## src/rtl/mix_columns_serial.sv

```systemverilog
`default_nettype none
// ============================================================================
// Module   : mix_columns_serial
// Brief    : AES MixColumns stage, column-serial, valid/ready on both sides.
//            Define MIX_COLUMNS_INV_EN to add i_inverse (InvMixColumns).
// Revision : 1.0  initial release
// ============================================================================
module mix_columns_serial #(
  parameter int COLS_PER_CYCLE = 1
) (
  input  logic         i_clock,
  input  logic         i_reset_n,
  input  logic [0:127] i_data,
  input  logic         i_valid,
  input  logic         i_bypass,
`ifdef MIX_COLUMNS_INV_EN
  input  logic         i_inverse,
`endif
  output logic         o_ready,
  output logic [0:127] o_data,
  output logic         o_valid,
  input  logic         i_ready
);

  if (COLS_PER_CYCLE != 1 && COLS_PER_CYCLE != 2 && COLS_PER_CYCLE != 4) begin : g_bad_cols
    $error("mix_columns_serial: COLS_PER_CYCLE must be 1, 2 or 4");
  end

  // Start column of the final group; the 2-bit cast makes the step wrap to 0 for 4.
  localparam logic [1:0] C_LAST_COL = 2'(4 - COLS_PER_CYCLE);
  localparam logic [1:0] C_COL_STEP = 2'(COLS_PER_CYCLE);

  typedef enum logic [1:0] {
    S_IDLE = 2'd0,
    S_BUSY = 2'd1,
    S_DONE = 2'd2
  } state_t;

  state_t       r_state;
  state_t       w_state_next;
  logic [1:0]   r_col_cnt;
  logic [0:127] r_work;
  logic [0:127] w_work_mixed;
  logic         w_accept;
`ifdef MIX_COLUMNS_INV_EN
  logic         r_inverse;
`endif

  function automatic logic [7:0] xt(input logic [7:0] b);
    return {b[6:0], 1'b0} ^ (b[7] ? 8'h1B : 8'h00);
  endfunction

  // Column word: row 0 in the top byte.
  function automatic logic [31:0] get_col(input logic [0:127] w, input logic [1:0] c);
    logic [31:0] col;
    col = '0;
    for (int r = 0; r < 4; r++) col[8*(3-r) +: 8] = w[32*r + 8*int'(c) +: 8];
    return col;
  endfunction

  function automatic logic [0:127] put_col(input logic [0:127] w, input logic [1:0] c,
                                           input logic [31:0] col);
    logic [0:127] res;
    res = w;
    for (int r = 0; r < 4; r++) res[32*r + 8*int'(c) +: 8] = col[8*(3-r) +: 8];
    return res;
  endfunction

  function automatic logic [31:0] mix_fwd(input logic [31:0] s);
    logic [7:0] s0, s1, s2, s3, d0, d1, d2, d3;
    {s0, s1, s2, s3} = s;
    d0 = xt(s0); d1 = xt(s1); d2 = xt(s2); d3 = xt(s3);
    return {d0 ^ d1 ^ s1 ^ s2 ^ s3,
            s0 ^ d1 ^ d2 ^ s2 ^ s3,
            s0 ^ s1 ^ d2 ^ d3 ^ s3,
            d0 ^ s0 ^ s1 ^ s2 ^ d3};
  endfunction

`ifdef MIX_COLUMNS_INV_EN
  // sel: 0 -> 0e, 1 -> 0b, 2 -> 0d, 3 -> 09 (coefficient offset from the diagonal)
  function automatic logic [7:0] inv_mul(input logic [7:0] b, input logic [1:0] sel);
    logic [7:0] x2, x4, x8, p;
    x2 = xt(b); x4 = xt(x2); x8 = xt(x4);
    case (sel)
      2'd0:    p = x8 ^ x4 ^ x2;
      2'd1:    p = x8 ^ x2 ^ b;
      2'd2:    p = x8 ^ x4 ^ b;
      default: p = x8 ^ b;
    endcase
    return p;
  endfunction

  function automatic logic [31:0] mix_inv(input logic [31:0] s);
    logic [31:0] m;
    m = '0;
    for (int r = 0; r < 4; r++)
      for (int i = 0; i < 4; i++)
        m[8*(3-r) +: 8] = m[8*(3-r) +: 8] ^ inv_mul(s[8*(3-i) +: 8], 2'(i - r));
    return m;
  endfunction
`endif

  always_comb begin
    w_work_mixed = r_work;
    for (int g = 0; g < COLS_PER_CYCLE; g++) begin
`ifdef MIX_COLUMNS_INV_EN
      w_work_mixed = put_col(w_work_mixed, r_col_cnt + 2'(g),
                             r_inverse ? mix_inv(get_col(r_work, r_col_cnt + 2'(g)))
                                       : mix_fwd(get_col(r_work, r_col_cnt + 2'(g))));
`else
      w_work_mixed = put_col(w_work_mixed, r_col_cnt + 2'(g),
                             mix_fwd(get_col(r_work, r_col_cnt + 2'(g))));
`endif
    end
  end

  always_comb begin
    w_state_next = r_state;
    w_accept     = 1'b0;
    o_ready      = 1'b0;
    o_valid      = 1'b0;
    case (r_state)
      S_IDLE: begin
        o_ready = 1'b1;
        if (i_valid) begin
          w_accept     = 1'b1;
          w_state_next = i_bypass ? S_DONE : S_BUSY;
        end
      end
      S_BUSY: if (r_col_cnt == C_LAST_COL) w_state_next = S_DONE;
      S_DONE: begin
        o_valid = 1'b1;
        if (i_ready) w_state_next = S_IDLE;
      end
      default: w_state_next = S_IDLE;
    endcase
  end

  always_ff @(posedge i_clock or negedge i_reset_n) begin
    if (!i_reset_n) begin
      r_state   <= S_IDLE;
      r_col_cnt <= 2'd0;
      r_work    <= '0;
`ifdef MIX_COLUMNS_INV_EN
      r_inverse <= 1'b0;
`endif
    end else begin
      r_state <= w_state_next;
      if (w_accept) begin
        r_work    <= i_data;
        r_col_cnt <= 2'd0;
`ifdef MIX_COLUMNS_INV_EN
        r_inverse <= i_inverse;
`endif
      end else if (r_state == S_BUSY) begin
        r_work    <= w_work_mixed;
        r_col_cnt <= r_col_cnt + C_COL_STEP;
      end
    end
  end

  // Work register only changes on accept or in BUSY, so it is stable throughout DONE.
  assign o_data = r_work;

endmodule
`default_nettype wire

```

## config.mk

```make
export PLATFORM = sky130hd
export DESIGN_NAME = mix_columns_serial
export DESIGN_NICKNAME = d
export VERILOG_FILES = /design/src/rtl/mix_columns_serial.sv
export SDC_FILE = /design/constraint.sdc
export NUM_CORES = 1
export LEC_CHECK = 0
export ABC_AREA = 1
export BUFFER_PORTS_ARGS = -buffer_cell sky130_fd_sc_hd__clkbuf_2
export CAP_MARGIN = 25
export CORE_MARGIN = 1
export CORE_UTILIZATION = 40
export DETAILED_ROUTE_END_ITERATION = 7
export PLACE_DENSITY = 0.72
export SYNTH_ARGS = -nofsm -noshare
export SYNTH_HDL_FRONTEND = slang
export SYNTH_SLANG_ARGS = --single-unit
```

## constraint.sdc

```tcl
create_clock -name i_clock -period 2.45 [get_ports i_clock]
set_clock_uncertainty 0.15 [all_clocks]
set_input_delay 0.6125 -clock i_clock [delete_from_list [all_inputs] [get_ports i_clock]]
set_output_delay 0.6125 -clock i_clock [all_outputs]
set_load 0.03 [all_outputs]
```

==> metrics.txt, run 1 <==
height of the die=162 um; maximum number of pins on one net before global-route repair=129; crit share post-route=0.950; unique cell type count in the Yosys netlist=29; vias after detailed routing=12200; Max H-tree Level=4; Yosys reg bits=132; sequential share of the synthesized area=0.323; CTS max path bufs=2; area taken by flip-flops and latches=3310 um2; TritonCTS clock tree=built; number of pins with negative max-slew slack in the final report=0; antenna diode count=0; count of routing violations after the opening detailed-route iteration=1027; first-pass GRT wire length=60.0 mm; shortest clock period the worst path allows after layout=2330 ps; Netlist Area Pre-Place=10200 um2; critical path endpoint category=register; iteration count of the initial detailed-routing pass=5; Rel. slew slack=0.592; top-level port count=263; longest individual stage delay on the worst path=530 ps; cell accounting for the most synthesized area=sky130_fd_sc_hd__dfrtp_1; Vias/cell=5.30; CTS root buf=sky130_fd_sc_hd__clkbuf_16; average wire per standard cell=17.1 um; total detailed-routing wirelength=39.4 mm; kind of critical path=register to register; Crit path buffers/inverters=3; most common cell after layout, fill and taps aside=sky130_fd_sc_hd__nand2_1; class of the tightest hold or removal check=primary input to register; number of fill cells in the layout=2681; average size of a mapped cell=5.96 um2; proportion of netlist area held by the largest area contributor=0.323; count of input and output buffers=262; global-route usage over all layers=0.297; cell family contributing the most delay on the critical path=simple AND/OR/NAND/NOR gates; slowest stage cell, crit path=sky130_fd_sc_hd__dfrtp_4; Fin Setup TNS=0 ps; number of hold violations in the final report=0; share of cells above drive strength 1=0.199; leading cell types in the layout, fill and taps excluded=sky130_fd_sc_hd__nand2_1, sky130_fd_sc_hd__nand3_1, sky130_fd_sc_hd__clkbuf_2, sky130_fd_sc_hd__inv_1, sky130_fd_sc_hd__dfrtp_1; total grt overflow=0; Max Cap Viol=0; number of nets still failing antenna checks after routing=0; CTS clock-pin slew for the worst setup and hold paths=60 ps; cell type with the highest occurrence count on the critical path=sky130_fd_sc_hd__nand2_1; Achievable Freq=430 MHz; multi-input combinational cell area=5800 um2; critical path startpoint category=register; RSZ-0062 raised after global routing=no; post-synthesis net count=1853; # clock sinks=132; die width=162 um; Max Fanout on Critical Path=24; Starting Density=0.407; transition time at the pin with the least slew margin=611 ps; Net count, final=2093; endpoint arrival time on the critical path=2490 ps; number of antenna violations at the first check in global routing=0; final weighted congestion in routability-driven placement=0.977; final HPWL from detailed placement=28.6 mm; number of global-route vias before repair=11300; status=finished, final reports clean; number of instances in the synthesized netlist=1716; insertion delay of the later-clocked pin in the worst-skew pair=430 ps; Synth area leaders=sky130_fd_sc_hd__dfrtp_1, sky130_fd_sc_hd__nand2_1, sky130_fd_sc_hd__nand3_1, sky130_fd_sc_hd__inv_1, sky130_fd_sc_hd__nand4_1; placeable core region=25100 um2; count of standard-cell rows=58; Setup-failing EPs final=0; area of the die=26200 um2; Worst Path Required=2610 ps; Area Growth Syn to Fin=23.3%; cts bufs inserted=17; number of synthesis warnings=0; cell-by-cell trace of the critical path=clkinv_8 -> buf_12 -> nand2_1 -> nand3_1 -> nand2_1 -> inv_2 -> nand2_1 -> nand2_1 -> nand2_1 -> nand4_1 -> nand4_1 -> nand2_1; post-route DRC violation count=0
[path summary, 6_finish.rpt]
kind,from,to,slack [ps],cells after the start
worst min register to register,o_data[31],o_data[31],390,2
worst max-delay path,r_col_cnt[0],o_data[22],120,12
max in group asynchronous,i_reset_n,o_data[81],1020,3
min in group asynchronous,i_reset_n,o_data[15],500,2
worst min-delay path,i_bypass,r_state[0],250,2
worst max register to register,r_col_cnt[0],o_data[22],120,12
[per-stage QoR]
step                instance area, um2  std cells   util  setup WS, ps  hold WS, ps
finish                           12600       2298  0.502           123          249
global route                     12600       2298  0.502         0.926          238
CTS                              12500       2295  0.497           106          237
detailed placement               11900       2263  0.475           116          376
global placement                 11900       2263  0.475           158          369
floorplan                        10200       1716      -           117          167
[kinds of logic (layout without fill, tap and decap cells)]
family	count (synthesis)	in the layout	synth area share
AOI/OAI and AO/OA	45	45	0.0278
xor gates and xnor gates	5	5	0.00502
DFF	132	132	0.323
adders and majority gates	4	4	0.00489
buffers and inverters	261	513	0.114
and+or+nand+nor	1269	1269	0.525
[sequential cells by signal, summed over array words and instances (netlist names)]
signal,cells
r_col_cnt,2
r_state,2
o_data,128
[layer usage]
layer  part of all wire  wire [um]  GRT usage
met3              0.087       3440     0.0659
met2               0.47      18500      0.484
met1               0.41      16200      0.380
met5                  0          0          0
met4              0.032       1250      0.118
[cell type report]
type,instances,share of cell area
inverter,171,0.0519
clock buffer,21,0.0365
tap,330,0.0327
sequential,132,0.262
timing repair buffer,311,0.150
clock inverter,10,0.00665
multi-input combinational,1323,0.460
[worst reg2reg max path, cell delays in order (launching register included)]
cell and delay (ps):
sky130_fd_sc_hd__dfrtp_4 530, sky130_fd_sc_hd__clkinv_8 140, sky130_fd_sc_hd__buf_12 180, sky130_fd_sc_hd__nand2_1 70
sky130_fd_sc_hd__nand3_1 60, sky130_fd_sc_hd__nand2_1 220, sky130_fd_sc_hd__inv_2 90, sky130_fd_sc_hd__nand2_1 60
sky130_fd_sc_hd__nand2_1 100, sky130_fd_sc_hd__nand2_1 120, sky130_fd_sc_hd__nand4_1 220, sky130_fd_sc_hd__nand4_1 190
sky130_fd_sc_hd__nand2_1 60
[synthesized netlist by cell type]
cell type                  count
sky130_fd_sc_hd__buf_8         2
sky130_fd_sc_hd__buf_6        11
sky130_fd_sc_hd__nor2_2        2
sky130_fd_sc_hd__nand3_1     305
sky130_fd_sc_hd__buf_2        39
sky130_fd_sc_hd__buf_1         8
sky130_fd_sc_hd__or2_2         1
sky130_fd_sc_hd__o21ai_0      25
sky130_fd_sc_hd__nand2_1     874
sky130_fd_sc_hd__inv_2         5
sky130_fd_sc_hd__o21bai_1      6
sky130_fd_sc_hd__xor2_2        1
sky130_fd_sc_hd__xnor2_1       4
sky130_fd_sc_hd__nand2_4       1
sky130_fd_sc_hd__inv_1       165
sky130_fd_sc_hd__nand4_1      49
sky130_fd_sc_hd__clkbuf_1     22
sky130_fd_sc_hd__o21ai_1       1
sky130_fd_sc_hd__buf_4         8
sky130_fd_sc_hd__a22o_1        9
sky130_fd_sc_hd__o31ai_1       1
sky130_fd_sc_hd__inv_6         1
sky130_fd_sc_hd__ha_1          4
sky130_fd_sc_hd__a21oi_1       1
sky130_fd_sc_hd__o21ai_2       2
sky130_fd_sc_hd__nand3b_1      4
sky130_fd_sc_hd__nand2_2      29
sky130_fd_sc_hd__dfrtp_1     132
sky130_fd_sc_hd__nor2_1        4
[timing repair]
| action | in CTS | in global routing |
|---|---|---|
| endpoints found under the setup margin | 0 | 67 |
| hold buffers | 1 | 0 |
| endpoints found under the hold margin | 32 | 0 |
| gates resized for setup | 0 | 17 |
| setup buffers | 0 | 1 |
Power of run 1 is left out: the tool's default activity adds up to more than one toggle a clock period on the data nets, which glitch-free logic cannot reach.
==> run 2: changes to the inputs <==
==> constraint.sdc (replaced) <==
create_clock -name i_clock -period 2.45 [get_ports i_clock]
set_clock_uncertainty 0.15 [all_clocks]
set_input_delay 0.3675 -clock i_clock [delete_from_list [all_inputs] [get_ports i_clock]]
set_output_delay 0.3675 -clock i_clock [all_outputs]
set_load 0.03 [all_outputs]
==> run 2 against run 1 <==
Against the previous run: count of clock-buffer cells in the layout down 3; largest cell class unchanged; sequential cell count did not move; die area stayed put; critical endpoint is now o_data[4]; critical path type unchanged; critical path depth is 1 higher.
==> metrics.txt, run 2 (synthesis gave the netlist of run 1 again) <==
Starting Density=0.407 (unchanged); final HPWL from detailed placement=29.1 mm (+1.7%); crit share post-route=0.968 (+0.0179); share of cells above drive strength 1=0.202 (+0.00264); number of hold violations in the final report=0 (unchanged); endpoint arrival time on the critical path=2530 ps (+40 ps); CTS root buf=sky130_fd_sc_hd__clkbuf_16; Crit path buffers/inverters=2 (-1); vias after detailed routing=12200 (+0.36%); iteration count of the initial detailed-routing pass=5 (unchanged); Net count, final=2092 (-0.048%); count of routing violations after the opening detailed-route iteration=1162 (+13%); number of placed instances with taps included=2260 (-0.13%); Fin Setup TNS=0 ps (unchanged); met2 wire length=18.3 mm (-1.3%); number of pins with negative max-slew slack in the final report=0 (unchanged); total routed wire length on the met1 layer=16.2 mm (+0.35%); Setup-failing EPs final=0 (unchanged); shortest clock period the worst path allows after layout=2370 ps (+43.8 ps); Worst Path Required=2610 ps (about the same); cell family contributing the most delay on the critical path=simple AND/OR/NAND/NOR gates; longest individual stage delay on the worst path=560 ps (+30 ps); slowest stage cell, crit path=sky130_fd_sc_hd__dfrtp_4; top-level port count=263 (unchanged); cell-by-cell trace of the critical path=buf_4 -> inv_6 -> nand2_1 -> nand2_1 -> nand2_1 -> nand2_2 -> nand2_1 -> nand2_1 -> nand2_1 -> nand2_1 -> nand2_1 -> nand4_1 -> nand2_1; number of antenna violations at the first check in global routing=0 (unchanged); Area Growth Syn to Fin=23.5%; Max H-tree Level=4 (unchanged); count of input and output buffers=262 (unchanged); kind of critical path=register to register; area of the die=26200 um2 (unchanged); post-route DRC violation count=0 (unchanged); placeable core region=25100 um2 (unchanged); average wire per standard cell=17.1 um (-0.36%); most common cell after layout, fill and taps aside=sky130_fd_sc_hd__nand2_1; length of routed met3 wiring=3.59 mm (+4.3%); worst path setup slack after routing=79.5 ps (-43.8 ps); number of global-route vias before repair=11400 (+0.94%); first-pass GRT wire length=60.7 mm (+1.2%); count of standard-cell rows=58 (unchanged); fin cells=2297 (-0.044%); cell type with the highest occurrence count on the critical path=sky130_fd_sc_hd__nand2_1; Max Fanout on Critical Path=11 (-54%); cts bufs inserted=17 (unchanged); area taken by flip-flops and latches=3310 um2 (unchanged); number of nets still failing antenna checks after routing=0 (unchanged); transition time at the pin with the least slew margin=651 ps (+39.7 ps); TritonCTS clock tree=built; global-route usage over all layers=0.297 (+0.000573); height of the die=162 um (unchanged); die width=162 um (unchanged); pre-CTS WS=39.2 ps (-76.5 ps); critical path endpoint category=register; critical path startpoint category=register; total detailed-routing wirelength=39.2 mm (-0.40%); total grt overflow=0 (unchanged); # clock sinks=132 (unchanged); final weighted congestion in routability-driven placement=0.997 (+2.1%); Vias/cell=5.33 (+0.40%); insertion delay of the later-clocked pin in the worst-skew pair=430 ps (about the same); Rel. slew slack=0.566 (-0.0260); RSZ-0062 raised after global routing=yes; Achievable Freq=422 MHz (-1.8%); CTS max path bufs=2 (unchanged); leading cell types in the layout, fill and taps excluded=sky130_fd_sc_hd__nand2_1, sky130_fd_sc_hd__nand3_1, sky130_fd_sc_hd__clkbuf_2, sky130_fd_sc_hd__inv_1, sky130_fd_sc_hd__dfrtp_1; class of the tightest hold or removal check=primary input to register; multi-input combinational cell area=5820 um2 (+0.34%); CTS clock-pin slew for the worst setup and hold paths=60 ps (about the same); Largest register FFs=128 (unchanged); status=finished, final reports clean; maximum number of pins on one net before global-route repair=77 (-40%); Top Metal Used=met4; antenna diode count=0 (unchanged); number of fill cells in the layout=2676 (-0.19%); Max Cap Viol=0 (unchanged)
-- run 2: changes by cell type in the layout (fill, tap and decap cells not counted), sizes merged --
cell         delta
clkbuf          -4
clkinv          +3
buf             -2
inv             +2
clkinvlp        -1
dlygate4sd3     +1
-- run 2: worst min-delay path, cell delays in order --
cell	delay, ps
sky130_fd_sc_hd__clkbuf_2	70
sky130_fd_sc_hd__nand2_1	40
sky130_fd_sc_hd__nand3_1	70
-- run 2: path summary, 6_finish.rpt --
| path | start | to | slack (ps) | cells after the start |
|---|---|---|---|---|
| hold / removal | i_data[32] | o_data[32] | 10 | 3 |
| min in group asynchronous | i_reset_n | o_data[15] | 300 | 2 |
| setup / recovery | r_col_cnt[0] | o_data[4] | 80 | 13 |
| setup reg to reg | r_col_cnt[0] | o_data[4] | 80 | 13 |
| hold reg to reg | o_data[56] | o_data[56] | 380 | 2 |
| max in group asynchronous | i_reset_n | o_data[89] | 1220 | 3 |
-- run 2: routing by layer --
layer  track usage  vias up
met3        0.0478       88
li1              -     5879
met2         0.485      618
met5             0        -
met4         0.111        0
met1         0.395     5649
-- run 2: per-stage QoR --
stage	hold WS (ps)	utilization	area, um2
2_1_floorplan	-78.1	-	10200
3_3_place_gp	178	0.475	11900
3_5_place_dp	185	0.475	11900
4_1_cts	3.31	0.498	12500
5_1_grt	18.8	0.503	12600
6_report	9.50	0.503	12600
-- run 2: timing repair --
| item | CTS | global route |
|---|---|---|
| hold buffers | 2 | 0 |
| gates resized for setup | 0 | 23 |
| buffers inserted | 0 | 2 |
| hold endpoints to repair | 42 | 0 |
| setup endpoints to repair | 0 | 74 |
-- run 2: layout make-up --
class	count	area share
Inverter	171	0.0518
Clock inverter	13	0.00882
Clock buffer	18	0.0348
Timing Repair inverter	1	0.000694
Sequential cell	132	0.262
Tap cell	330	0.0327
Timing Repair Buffer	309	0.148
Multi-Input combinational cell	1323	0.461
Power of run 2 is left out for the same reason.
==> run 3: changes to the inputs <==
CTS_CLUSTER_DIAMETER = 120   (was unset)
REMOVE_ABC_BUFFERS = 1   (was unset)
==> run 3 against run 2 <==
Against the previous run: final cell count is essentially flat; worst hold slack got worse by 1.3 ps; non-clock buffer count grew 2; wire length shrank 6.5%; sequential share of layout area barely moved; first-iteration DRC count shrank 12%; utilization is essentially flat; setup slack gained 88 ps; die area unchanged; cell area is essentially flat; global-route usage fell by 1.9 points; via count fell by 2.7%.
==> metrics.txt, run 3 (synthesis gave the netlist of run 1 again) <==
global-route usage over all layers=0.279 (-0.0185); Net count, final=2093 (+0.048%); hold depth=3 (unchanged); critical path startpoint category=register; RSZ-0062 raised after global routing=no; Worst Path Required=2620 ps (about the same); most common cell after layout, fill and taps aside=sky130_fd_sc_hd__nand2_1; leading cell types in the layout, fill and taps excluded=sky130_fd_sc_hd__nand2_1, sky130_fd_sc_hd__nand3_1, sky130_fd_sc_hd__clkbuf_2, sky130_fd_sc_hd__inv_1, sky130_fd_sc_hd__dfrtp_1; Rel. slew slack=0.533 (-0.0333); TritonCTS clock tree=built; Largest register FFs=128 (unchanged); vias after detailed routing=11900 (-2.7%); critical path depth=14 (+1); share of cells above drive strength 1=0.193 (-0.00833); placeable core region=25100 um2 (unchanged); total grt overflow=0 (unchanged); CTS root buf=sky130_fd_sc_hd__clkbuf_16; Max Fanout on Critical Path=30 (+19); shortest clock period the worst path allows after layout=2280 ps (-88.0 ps); Crit path buffers/inverters=4 (+2); count of routing violations after the opening detailed-route iteration=1026 (-12%); final standard cell area without fillers=12600 um2 (about the same); cell type with the highest occurrence count on the critical path=sky130_fd_sc_hd__nand2_1; first-pass GRT wire length=57.4 mm (-5.5%); iteration count of the initial detailed-routing pass=5 (unchanged); Vias/cell=5.18 (-2.8%); count of input and output buffers=262 (unchanged); Max H-tree Level=4 (unchanged); cell family contributing the most delay on the critical path=simple AND/OR/NAND/NOR gates; insertion delay of the later-clocked pin in the worst-skew pair=430 ps (about the same); post-route DRC violation count=0 (unchanged); average wire per standard cell=16.0 um (-6.6%); Area Growth Syn to Fin=23.6% (about the same); height of the die=162 um (unchanged); final weighted congestion in routability-driven placement=0.901 (-9.7%); total detailed-routing wirelength=36.7 mm (-6.5%); number of fill cells in the layout=2576 (-3.7%); number of pins with negative max-slew slack in the final report=0 (unchanged); cell-by-cell trace of the critical path=inv_6 -> buf_12 -> buf_4 -> nand2_1 -> nand3_1 -> nand2_1 -> inv_1 -> nand2_2 -> nand2_2 -> nand2_1 -> nand3_1 -> nand2_2 -> nand3_1 -> nand2_1; number of antenna violations at the first check in global routing=0 (unchanged); longest individual stage delay on the worst path=540 ps (-20 ps); number of nets still failing antenna checks after routing=0 (unchanged); final HPWL from detailed placement=26.5 mm (-8.9%); Post-Place Cell Area=11900 um2 (about the same); class of the tightest hold or removal check=primary input to register; setup slack on the worst flop-to-flop path=170 ps (+90 ps); slowest stage cell, crit path=sky130_fd_sc_hd__dfrtp_4; Setup-failing EPs final=0 (unchanged); number of global-route vias before repair=11000 (-3.0%); antenna diode count=0 (unchanged); kind of critical path=register to register; area of the die=26200 um2 (unchanged); cts bufs inserted=17 (unchanged); # clock sinks=132 (unchanged); critical path endpoint category=register; Max Cap Viol=0 (unchanged); crit share post-route=0.932 (-0.0359); Achievable Freq=438 MHz (+3.9%); maximum number of pins on one net before global-route repair=69 (-10%); endpoint arrival time on the critical path=2460 ps (-70 ps); transition time at the pin with the least slew margin=700 ps (+49.9 ps); number of hold violations in the final report=0 (unchanged); path depth of the worst reg2reg path=14 (+1); top-level port count=263 (unchanged); count of standard-cell rows=58 (unchanged); post-route worst hold slack=8.25 ps (-1.26 ps); status=finished, final reports clean; CTS clock-pin slew for the worst setup and hold paths=60 ps (about the same); CTS max path bufs=2 (unchanged); Fin Setup TNS=0 ps (unchanged); die width=162 um (unchanged); Starting Density=0.407 (unchanged)
==> run 3: what timing repair did <==
item | CTS | global route
hold buffers | 2 | 0
buffers inserted | 0 | 1
setup endpoints to repair | 0 | 6
gates resized for setup | 0 | 5
hold endpoints to repair | 45 | 0
==> run 3: layout make-up <==
type,instances,area [um2],area share
Clock inverter,8,173,0.0137
Sequential cell,132,3310,0.262
Timing Repair Buffer,311,1860,0.147
Tap cell,330,413,0.0327
Multi-Input combinational cell,1323,5770,0.456
Clock buffer,24,472,0.0373
Inverter,171,647,0.0512
==> run 3: path summary, 6_finish.rpt <==
check | startpoint | end
min in group asynchronous | i_reset_n | o_data[53]
worst min-delay path | i_data[32] | o_data[32]
worst max-delay path | r_col_cnt[0] | o_data[98]
worst min register to register | o_data[56] | o_data[56]
max in group asynchronous | i_reset_n | o_data[43]
worst max register to register | r_col_cnt[0] | o_data[98]
==> run 3: layer usage <==
layer	wire, um	share of wire	vias up	global-route usage
li1	-	-	5890	-
met1	15900	0.43	5400	0.369
met2	16900	0.46	542	0.462
met3	2970	0.081	72	0.0391
met4	950	0.026	0	0.100
met5	0	0	-	0
==> run 3: stage by stage <==
stage / util / setup WS, ps / instances
after floorplan: - / -3710 / 1626
after global placement: 0.475 / 215 / 2263
after detailed placement: 0.475 / 202 / 2263
after CTS: 0.501 / 172 / 2297
after global routing: 0.503 / 4.09 / 2299
final: 0.503 / 168 / 2299
==> run 3: tightest hold or removal path, delay by kind of cell <==
family                 cells  cell delay, ps
buffers and inverters      1              70
AND/OR/NAND/NOR            2             110
Power of run 3 is left out for the same reason.
